<file path="config.mk">
export PLATFORM = sky130hd
export DESIGN_NAME = mem_arbiter
export DESIGN_NICKNAME = d
export VERILOG_FILES = /design/src/rtl/mem_arbiter.sv
export SDC_FILE = /design/constraint.sdc
export NUM_CORES = 1
export LEC_CHECK = 0
export BUFFER_PORTS_ARGS = -buffer_cell sky130_fd_sc_hd__buf_2
export CORE_AREA = 2 2 211 213
export DETAILED_ROUTE_END_ITERATION = 16
export DIE_AREA = 0 0 213 215
export HOLD_SLACK_MARGIN = 0.12
export SYNTH_ARGS = -nofsm -noshare
export SYNTH_HDL_FRONTEND = slang
export SYNTH_SLANG_ARGS = --single-unit
</file>
<file path="constraint.sdc">
create_clock -name clk -period 2.8 [get_ports clk]
set_clock_uncertainty 0.2 [all_clocks]
set_input_delay 0.28 -clock clk [delete_from_list [all_inputs] [get_ports clk]]
set_output_delay 0.28 -clock clk [all_outputs]
set_load 0.005 [all_outputs]
</file>
<file path="src/rtl/mem_arbiter.sv">
// mem_arbiter: shares one memory request port between the icache and the dcache,
// tracks which requester owns each outstanding load tag, and steers load returns
// back to that owner.
module mem_arbiter #(
  parameter bit DCACHE_FIRST = 1'b1
) (
  input  logic        clk,
  input  logic        rst,
  input  logic [1:0]  icache2mem_command,
  input  logic [63:0] icache2mem_addr,
  input  logic [1:0]  dcache2mem_command,
  input  logic [63:0] dcache2mem_addr,
  input  logic [63:0] dcache2mem_data,
  output logic [1:0]  proc2mem_command,
  output logic [63:0] proc2mem_addr,
  output logic [63:0] proc2mem_data,
  input  logic [3:0]  mem2proc_response,
  input  logic [63:0] mem2proc_data,
  input  logic [3:0]  mem2proc_tag,
  output logic [3:0]  mem2icache_response,
  output logic [3:0]  mem2dcache_response,
  output logic [63:0] mem2icache_data,
  output logic [63:0] mem2dcache_data,
  output logic [3:0]  mem2icache_tag,
  output logic [3:0]  mem2dcache_tag,
  output logic        arb_error_o
);

  localparam int unsigned CMD_W  = 2;
  localparam int unsigned DATA_W = 64;
  localparam int unsigned TAG_W  = 4;

  localparam logic [CMD_W-1:0] BUS_NONE  = CMD_W'(0);
  localparam logic [CMD_W-1:0] BUS_LOAD  = CMD_W'(1);
  localparam logic [CMD_W-1:0] BUS_STORE = CMD_W'(2);

  // Requester identity: 1 = dcache, 0 = icache.
  localparam logic OWN_ICACHE = 1'b0;
  localparam logic OWN_DCACHE = 1'b1;

  logic         lock_valid_q, lock_valid_d;
  logic         lock_owner_q, lock_owner_d;
  logic         last_grant_q, last_grant_d;
  logic [15:1]  tag_valid_q, tag_valid_d;
  logic [15:1]  tag_owner_q, tag_owner_d;
  logic         arb_error_q, arb_error_d;

  logic             i_act, d_act, lock_hit, grant, winner;
  logic [CMD_W-1:0] win_cmd;
  logic             accepted, ret_hit;

  // Arbitration and request-port muxing.
  always_comb begin
    i_act    = (icache2mem_command == BUS_LOAD);
    d_act    = (dcache2mem_command == BUS_LOAD) || (dcache2mem_command == BUS_STORE);
    grant    = i_act || d_act;
    // A lock only holds while its owner keeps requesting.
    lock_hit = lock_valid_q && (lock_owner_q ? d_act : i_act);
    if (lock_hit)          winner = lock_owner_q;
    else if (i_act && d_act) winner = ~last_grant_q;
    else                   winner = d_act;

    win_cmd             = BUS_NONE;
    proc2mem_command    = BUS_NONE;
    proc2mem_addr       = '0;
    proc2mem_data       = '0;
    mem2icache_response = '0;
    mem2dcache_response = '0;
    if (grant) begin
      if (winner == OWN_DCACHE) begin
        win_cmd             = dcache2mem_command;
        proc2mem_addr       = dcache2mem_addr;
        proc2mem_data       = dcache2mem_data;
        mem2dcache_response = mem2proc_response;
      end else begin
        win_cmd             = BUS_LOAD;
        proc2mem_addr       = icache2mem_addr;
        mem2icache_response = mem2proc_response;
      end
      proc2mem_command = win_cmd;
    end
    accepted = grant && (mem2proc_response != TAG_W'(0));
  end

  // Load-return steering through the owner table.
  always_comb begin
    ret_hit         = 1'b0;
    mem2icache_data = '0;
    mem2icache_tag  = '0;
    mem2dcache_data = '0;
    mem2dcache_tag  = '0;
    if ((mem2proc_tag != TAG_W'(0)) && tag_valid_q[mem2proc_tag]) begin
      ret_hit = 1'b1;
      if (tag_owner_q[mem2proc_tag] == OWN_DCACHE) begin
        mem2dcache_data = mem2proc_data;
        mem2dcache_tag  = mem2proc_tag;
      end else begin
        mem2icache_data = mem2proc_data;
        mem2icache_tag  = mem2proc_tag;
      end
    end
  end

  // Next-state for lock, round-robin pointer, owner table and error flag.
  always_comb begin
    lock_valid_d = 1'b0;
    lock_owner_d = lock_owner_q;
    last_grant_d = last_grant_q;
    tag_valid_d  = tag_valid_q;
    tag_owner_d  = tag_owner_q;
    arb_error_d  = arb_error_q;

    if (grant && !accepted) begin
      lock_valid_d = 1'b1;
      lock_owner_d = winner;
    end
    if (accepted) last_grant_d = winner;

    if (ret_hit) tag_valid_d[mem2proc_tag] = 1'b0;
    else if (mem2proc_tag != TAG_W'(0)) arb_error_d = 1'b1;

    // Allocation comes after the clear so a same-cycle reuse of a tag wins.
    if (accepted && (win_cmd == BUS_LOAD)) begin
      tag_valid_d[mem2proc_response] = 1'b1;
      tag_owner_d[mem2proc_response] = winner;
    end
  end

  // State registers.
  always_ff @(posedge clk or posedge rst) begin
    if (rst) begin
      lock_valid_q <= 1'b0;
      lock_owner_q <= OWN_ICACHE;
      last_grant_q <= DCACHE_FIRST ? OWN_ICACHE : OWN_DCACHE;
      tag_valid_q  <= '0;
      tag_owner_q  <= '0;
      arb_error_q  <= 1'b0;
    end else begin
      lock_valid_q <= lock_valid_d;
      lock_owner_q <= lock_owner_d;
      last_grant_q <= last_grant_d;
      tag_valid_q  <= tag_valid_d;
      tag_owner_q  <= tag_owner_d;
      arb_error_q  <= arb_error_d;
    end
  end

  assign arb_error_o = arb_error_q;

endmodule

</file>
; ---- After elaboration in Yosys (flattened, before gate mapping)
; Cells that the tools add are included.
[classes]
n_addsub = 0
n_mul = 0
div_mod_pow = 0
order_cmp = 4
eq_ne = 4
shift = 0
mux = 34
n_bitwise = 5
reduce_logical = 14
[op_table]
columns = op, count
row1 = 2-to-1 mux 64 bit, 8
row2 = 2-to-1 mux 4 bit, 8
row3 = 2-to-1 mux 15 bit, 2
row4 = bitwise AND 15 bit, 1
row5 = bitwise mux 15 bit, 1
row6 = NOT 15 bit, 1
row7 = OR 15 bit, 1
row8 = < comparator 4 x 5 -> 1 bit (second input constant), 2
row9 = 2-to-1 mux 1 bit, 9
row10 = binary-select mux 1 bit (select 4 bit), 2
row11 = demux 1 bit (select 4 bit), 2
row12 = greater-or-equal comparator 4 x 1 -> 1 bit (second input constant), 2
row13 = logical AND 1 bit, 8
row14 = nonzero test 4 bit, 2
row15 = == test 2 x 1 -> 1 bit (second input constant), 3
row16 = 2-to-1 mux 2 bit, 2
row17 = == test 2 bit (second input constant), 1
row18 = logical OR 1 bit, 2
row19 = NOT 1 bit, 2
row20 = AND reduction 2 bit, 1
row21 = zero test 1 bit, 1
[word_totals]
regBits = 34
latch_bits = 0
mem_bits_rw = 0
rom_bits = 0
input_bits = 270
mem_count = 0

; ---- Logic depth before layout (Yosys ltp)
; Gate-level depths: netlist of run 1.
[logic_depth]
depth_word = 10
mapped_depth = 9
mapped_depth_nobuf = 5

; ---- Least setup slack after synthesis of run 1
; No wires, ideal clock.
[synth_path]
kind = input-to-output
start = input port mem2proc_tag[0]
end = output port mem2dcache_data[33]
t_arrival_ns = 1.774
required_ns = 2.320
path_slack_ns = 0.546
path_stages = 8
n_path_buf = 3
cell_sequence = buf_6 > mux4_2 > o22ai_2 > o22ai_2 > o21ai_2 > buf_6 > buf_8 > a21boi_2
[synth_via]
elab_chain_cells = 4
word_cells_on_any_way = 8
classes_between = mux: 6 / reduce/logical: 2
[synth_lines]
columns = item, line
row1 = "start, declared", 19  ; input logic [3:0] mem2proc_tag,
row2 = "binary-select mux 1 bit (select 4 bit), on equally long branches", "94, 92"
row3 = "2-to-1 mux 1 bit, on equally long branches", "94, 92"
row4 = 2-to-1 mux 64 bit or logical AND 1 bit (tied branches), "94, 92"
row5 = 2-to-1 mux 64 bit (*), 92  ; if ((mem2proc_tag != TAG_W'(0)) && tag_valid_q[mem2proc_tag]) begin
row6 = "end, declared", 23  ; output logic [63:0] mem2dcache_data,
; Every way passes the cells marked *; elsewhere a longest branch is shown, timed or not. The select of a mux whose other input is x is not followed.

; ---- Final worst setup path of run 1
[layout_path]
start = register tag_valid_q[11] (netlist bit)
end = output port mem2dcache_data[12]
[layout_via]
elab_chain_cells = 4
[layout_lines]
columns = item, line
row1 = "start, declared", 44  ; logic [15:1] tag_valid_q, tag_valid_d;
row2 = "start signal, assigned", 142  ; tag_valid_q <= tag_valid_d;
row3 = binary-select mux 1 bit (select 4 bit), 92
row4 = 2-to-1 mux 1 bit (not written as such), 92
row5 = logical AND 1 bit, 92
row6 = 2-to-1 mux 64 bit, 92
; Every way passes these cells. The select of a mux whose other input is x is not followed.

==> results by group, run 1 <==
Run status
  • Status: complete, no violations

Clocking
  • CTS tree: built
  • CTS max path bufs: 2
  • CTS sink count: 34
  • # H-tree levels: 2
  • Root Buffer: clkbuf_16
  • Clock Latency Late Sink: around 0.28 ns
  • Clock-pin slew on the worst setup and hold paths: 0.05 ns
  • CTS buffer count: 5

STA
  • Minimum clock period: 2.777 ns
  • Final Hold Fails: 0
  • WHS: just under 0.2 ns
  • FMAX: between 300 and 400 MHz
  • Slew Viols, Final: 0
  • Final period util: 99.17%
  • Final worst-path setup slack: 0.02326 ns
  • RSZ-0062 raised after global routing: true
  • Slew @ Worst Pin: 0.7150 ns
  • Max transition margin: 52.33%
  • Setup TNS: 0 ns
  • Setup violations, final: 0

Synthesis
  • Sequential element share of the synthesized area: 18.89%
  • Netlist cell types: 42
  • Yosys reg bits: 34
  • Post-synth EDFFs: 0
  • Synthesized instance count: 630
  • Mapped Nets: 900
  • Synth warn: 0
  • Asr flop ratio synth: 100.0%
  • Top FF cell, synth: dfrtp_1
  • Synthesized area per cell: just over 7 um2
  • Post-synthesis instance area: ~4500 um2

Drt
  • Via count: between 6000 and 7000
  • Routed wire per std cell: 18.54 um
  • Router iterations before antenna repair: 4
  • # DRC: 0
  • Final WL: 32540 um
  • Antenna Nets Post-Route: 0
  • Vias per inst: 3.864
  • Initial drt markers: ~320

Global route
  • Initial antenna violation count: 5
  • First-pass GRT wire length: 41700 um
  • All-Layer GR Usage: 12.38%
  • Number of global-route vias before repair: between 6000 and 7000
  • Largest net degree at the start of global routing: about 70
  • Grt total ovfl: 0

Setup path
  • R2R depth: 6
  • Data arrival, critical path: between 2 and 2.5 ns
  • Reg-to-reg endpoint: tag_owner_q[12]$_DFFE_PP0P_
  • Worst Setup End Kind: primary output
  • Crit Path Category: flop to primary output
  • Worst EP required: 2.32 ns
  • Flop2flop setup slack: 0.46 ns
  • Critical path origin: tag_valid_q[11]$_DFF_PP0_
  • Max FO, Critical Path: 16
  • Startpoint types: flop
  • Reg2reg start: last_grant_q$_DFFE_PP0P_
  • Critical Path Sink: mem2dcache_data[12]

Cells and area
  • Non-Filler Instances: 1755
  • Ratio of cells with drive above 1 in the final layout: 57.09%
  • Final Util: roughly a fifth
  • Area delta synth->final: 87.25%
  • Antenna Cells: 0
  • Net count reported at finish: 1432

Floorplan
  • Die area: 45800 um2
  • Core area: around 44000 um2
  • Row count: 77
  • Die extent in x: about 210 um
  • Die height: 215 um
  • # IOs: 545
  • Starting density of the core: 10.32%

Hold path
  • Hold Path Class: input port to flop

Placement
  • Post-detail-place hpwl: roughly 27000 um
  • Inst Count DP: 1727
  • GPL Wtd Cong: 0.9720
  • DP Worst Slack: -0.09183 ns
  • Buffers on Ports: 544

Power
  • Leak: 4.615 nW
  • Power Dens Cells: 399.4 nW/um2
  • VDD IR-drop max: about 0.00021 V

Run
  • Max Cap Viol: 0
## worst min-delay path by stage
| stage | end | depth (start not counted) | startpoint |
|---|---|---|---|
| after floorplan | arb_error_o$_DFFE_PP0P_ | 1 | rst |
| final | tag_valid_q[14]$_DFF_PP0_ | 3 | mem2proc_response[2] |
| after global placement | tag_owner_q[10]$_DFFE_PP0P_ | 3 | rst |
| after detailed placement | last_grant_q$_DFFE_PP0P_ | 3 | rst |
| after global routing | tag_valid_q[15]$_DFF_PP0_ | 3 | mem2proc_response[2] |
| after CTS | tag_valid_q[15]$_DFF_PP0_ | 3 | mem2proc_response[2] |
## Yosys cell counts (2+ instances only)
library cell / number / share of area (%)
nand2b_1: 9 / 1.2
and2_1: 68 / 9.4
buf_6: 5 / 1.2
a21oi_1: 65 / 7.2
buf_2: 16 / 1.8
buf_8: 3 / 1.0
and3_1: 5 / 0.69
nand4_1: 4 / 0.56
buf_4: 2 / 0.33
nand2_1: 147 / 12
dfrtp_1: 34 / 19
clkbuf_1: 37 / 3.1
nand3_1: 8 / 0.89
a21boi_0: 74 / 12
nor2b_1: 5 / 0.69
nor2_1: 7 / 0.58
or2_2: 3 / 0.42
mux2_2: 15 / 3.7
mux2i_1: 7 / 1.6
o31ai_1: 6 / 1.0
o21ai_2: 2 / 0.39
mux4_2: 4 / 2.0
a21boi_2: 30 / 7.5
o22ai_2: 2 / 0.56
buf_1: 5 / 0.42
a21boi_1: 30 / 5.0
o21ai_0: 18 / 2.0
inv_1: 5 / 0.42
## flip-flops by register name, indices dropped and copies added (netlist names)
name,flops
tag_owner_q,15
tag_valid_q,15
arb_error_o,1
last_grant_q,1
lock_owner_q,1
lock_valid_q,1
## what timing repair did
item,CTS,global route
endpoints found under the setup margin,10,105
hold buffers,1,0
resized for setup,6,21
pin swaps,2,1
cloned,2,7
buffers inserted,7,3
endpoints found under the hold margin,34,0
## layout by cell type (no fill, tap or decap), drive strengths merged
| cell type | instances |
|---|---|
| and2 | 68 |
| clkinvlp | 1 |
| nand4 | 4 |
| nand3 | 9 |
| buf | 586 |
| o22ai | 3 |
| xnor2 | 1 |
| mux2i | 7 |
| nand2 | 147 |
| and3 | 5 |
| dfrtp | 34 |
| xor2 | 1 |
| a21boi | 134 |
| nor3 | 1 |
| mux2 | 16 |
| o31ai | 6 |
| a21oi | 65 |
| nor2 | 7 |
| or2 | 3 |
| a31oi | 1 |
| bufbuf | 1 |
| or4b | 1 |
| or3 | 1 |
| a311oi | 1 |
| nor4bb | 1 |
| o21ai | 21 |
| nor2b | 5 |
| inv | 5 |
| clkbuf | 11 |
| nand2b | 9 |
| clkinv | 1 |
| mux4 | 4 |
| dlygate4sd3 | 1 |
| o21ba | 1 |
| o21bai | 1 |
## cell type report
class,instances,area (um2)
Fill cell,4956,35210
Multi-Input combinational cell,523,3339
Timing Repair Buffer,593,3333
Sequential cell,34,850.8
Tap cell,592,740.7
Clock buffer,6,138.9
Inverter,5,18.77
Clock inverter,2,12.51
## critical path, stage by stage (launching register included)
cell and delay [ns]:
dfrtp_1 0.38, mux4_2 0.52, o22ai_4 0.20, o22ai_4 0.13, o21ai_4 0.19, buf_12 0.16
clkbuf_16 0.19, a21boi_0 0.09, buf_2 0.13
## where the power goes
group          leakage [nW]  switching [mW]  internal [mW]
Clock                0.0729           0.203          0.351
Combinational          4.12            1.15          0.988
Sequential            0.424          0.0633          0.617
## through the flow
| step | instance area [um2] | power (mW) |
|---|---|---|
| after floorplan | 4504 | 1.609 |
| after CTS | 8255 | 3.288 |
| after detailed placement | 7959 | 2.651 |
| after global placement | 7959 | 2.619 |
| after global routing | 8434 | 3.591 |
| final | 8434 | 3.369 |
## routing by layer
| metal | share of wire (%) | global-route usage (%) |
|---|---|---|
| met5 | 0.12 | 0 |
| met4 | 2.2 | 2.354 |
| met3 | 6.3 | 1.286 |
| met2 | 54 | 25.58 |
| met1 | 37 | 13.18 |
## cells by family (layout without fill, tap and decap cells)
group	after synthesis	in the layout	synth area share, %
buf+inv	73	606	8.278
flops	34	34	18.89
xor+xnor	2	2	0.3890
simple gates	261	261	27.92
mux	27	27	7.556
compound gates	233	233	36.97
No activity file was read; power rests on OpenSTA's default activity.
==> inputs of run 2 (changes only) <==
CORE_AREA = 2 2 215 217   (was 2 2 211 213)
DIE_AREA = 0 0 217 219   (was 0 0 213 215)
clock period = 3.5 ns   (was 2.8 ns; I/O delays follow)
==> results by group, run 2 (synthesized netlist as in run 1, its figures left out) <==
Setup path
  • Crit Path Category: input port to primary output
  • Cell family with most CP delay: buffers and inverters
  • Worst Setup End Kind: primary output
  • Startpoint types: input port
  • Critical-path top delay cell: mux4_2
  • Top cell by count, worst path: buf_2
  • Flop2flop setup slack: 1.18 ns (+0.72 ns)
  • Data arrival, critical path: 2.65 ns (+0.35 ns)
  • CP Cell Sequence: buf_2 > mux4_2 > mux2i_1 > nand3_2 > buf_12 > a21boi_0 > buf_2
  • Max FO, Critical Path: 55 (+39)
  • CP max stage delay: 0.60 ns (+0.08 ns)
  • Worst EP required: 2.95 ns (+0.63 ns)
  • CP bufs+invs: 3 (unchanged)

STA
  • Final Hold Fails: 0 (unchanged)
  • Slew @ Worst Pin: 0.7354 ns (+0.02042 ns)
  • FMAX: about 310 MHz
  • Setup TNS: 0 ns (unchanged)
  • Setup violations, final: 0 (unchanged)
  • Max transition margin: 50.79% (-1.5 points)
  • Slew Viols, Final: 0 (unchanged)
  • Final period util: 91.48%
  • Minimum clock period: 3.202 ns
  • RSZ-0062 raised after global routing: false

Cells and area
  • Commonest non-fill, non-tap cell in the layout: buf_2
  • Most frequent cells in the layout: buf_2, nand2_1, a21boi_0
  • Net count reported at finish: 1406 (-1.8%)
  • FILL cells: 5147 (+3.9%)
  • Regs by FF count: tag_owner_q: 15 flops, tag_valid_q: 15 flops
  • Area delta synth->final: 79.64%
  • Ratio of cells with drive above 1 in the final layout: 55.94% (-1.2 points)

Clocking
  • CTS buffer count: 5 (unchanged)
  • CTS sink count: 34 (unchanged)
  • Clock Latency Late Sink: 0.28 ns (about the same)
  • CTS tree: built
  • # H-tree levels: 2 (unchanged)
  • Root Buffer: clkbuf_16
  • Post_cts resized: 0 (-6)
  • Clock-pin slew on the worst setup and hold paths: 0.05 ns (about the same)
  • CTS max path bufs: 2 (unchanged)

Placement
  • GPL Wtd Cong: 0.9741 (+0.22%)
  • Post-detail-place hpwl: 27700 um (+3.8%)
  • Buffers on Ports: 544 (unchanged)

Power
  • Combinational share of power: 61.1% (-2.3 points)
  • Power Dens Cells: 312.2 nW/um2 (-22%)
  • Sw frac: 41.96% (about the same)
  • VDD IR-drop max: 0.0001949 V (-6.4%)
  • Sequential power share: 21.3% (+1.1 points)
  • Internal power: 1.466 mW (-25%)
  • Power, Total: 2.526 mW (-25%)
  • Leak: 4.410 nW (-4.4%)
  • Clock group share of total power: 17.6% (+1.2 points)
  • NetSw: 1.060 mW (-25%)

Floorplan
  • Die extent in x: 217 um (+1.9%)
  • Die area: 47520 um2 (+3.8%)
  • # IOs: 545 (unchanged)
  • Row count: 78 (+1.3%)
  • Die height: 219 um (+1.9%)
  • Starting density of the core: 9.990% (-0.33 points)
  • Core area: 45090 um2 (+3.3%)

Drt
  • Via count: 6741 (-0.60%)
  • Router iterations before antenna repair: 5 (+1)
  • Vias per inst: 3.865 (about the same)
  • # DRC: 0 (unchanged)
  • Routed wire per std cell: 17.88 um (-3.6%)
  • Initial drt markers: 263 (-17%)
  • Antenna Nets Post-Route: 0 (unchanged)
  • Final WL: 31190 um (-4.2%)

Run status
  • Status: complete, no violations

Global route
  • Initial antenna violation count: 13 (+8)
  • First-pass GRT wire length: 41500 um (-0.46%)
  • Number of global-route vias before repair: 5931 (-4.9%)
  • Largest net degree at the start of global routing: 97 (+41%)
  • All-Layer GR Usage: 11.97% (-0.41 points)
  • Grt total ovfl: 0 (unchanged)

Hold path
  • Hold Path Class: input port to flop

Run
  • Max Cap Viol: 0 (unchanged)
-- run 2: changes by cell type in the layout (fill, tap and decap cells not counted), moves of 4 or more --
cell | previous run | this run
buf_4 | 30 | 15
clkbuf_16 | 9 | 5
diode_2 | 0 | 7
a21boi_1 | 49 | 30
a21boi_0 | 54 | 74
buf_6 | 4 | 0
-- run 2: final cells by class --
cell class,count,area (um2),share of cell area (%)
multi-input cells,523,3321,41.04
repair buffers,567,2985,36.89
flip-flops and latches,34,850.8,10.51
well taps,600,750.7,9.278
clock buffers,7,142.6,1.763
inverters,5,18.77,0.2319
diodes,7,17.52,0.2165
clock inverters,1,5.005,0.06185
-- run 2: what timing repair did --
item,4_1_cts,5_1_grt
hold buffers,1,0
buffers inserted,0,0
hold endpoints to repair,34,0
-- run 2: power groups by stage --
stage	Combinational [mW]	Sequential, mW	Clock (mW)
floorplan	0.758	0.529	0
global placement	1.53	0.541	0
detailed placement	1.56	0.547	0
CTS	1.57	0.539	0.448
global route	1.68	0.552	0.472
finish	1.54	0.539	0.443
-- run 2: worst paths after layout --
check	to	from	cells after the start
worst max-delay path	mem2icache_data[30]	mem2proc_tag[0]	7
worst min-delay path	tag_owner_q[5]$_DFFE_PP0P_	mem2proc_response[0]	3
worst max register to register	tag_owner_q[12]$_DFFE_PP0P_	last_grant_q$_DFFE_PP0P_	5
worst min register to register	tag_owner_q[4]$_DFFE_PP0P_	tag_owner_q[4]$_DFFE_PP0P_	1
max in group asynchronous	tag_owner_q[14]$_DFFE_PP0P_	rst	4
min in group asynchronous	arb_error_o$_DFFE_PP0P_	rst	4
-- run 2: per-layer routing --
layer,GRT usage [%],vias to the layer above,part of all wire (%)
li1,-,3166,-
met1,13.68,3138,38
met2,22.93,409,52
met3,2.495,22,8.3
met4,2.078,6,1.5
met5,0,-,0.12
-- run 2: worst register-to-register path, stage by stage (launching register included) --
cell and delay, ns:
dfrtp_1 0.37, or2_2 0.35, a311oi_1 0.40, nor2_1 0.27, nand4_1 0.27, mux2_2 0.35
-- run 2: per-stage QoR --
step | utilization, % | worst slack [ns] | cell area, um2 | std cells | hold slack [ns]
detailed placement | 17.56 | 0.2771 | 7916 | 1728 | 0.2754
CTS | 17.91 | 0.2741 | 8074 | 1737 | 0.2739
floorplan | - | 1.106 | 4504 | 630 | 0.2569
finish | 17.95 | 0.2981 | 8092 | 1744 | 0.2760
global route | 17.91 | 0.1401 | 8077 | 1738 | 0.2950
global placement | 17.56 | 0.3136 | 7916 | 1728 | 0.2705
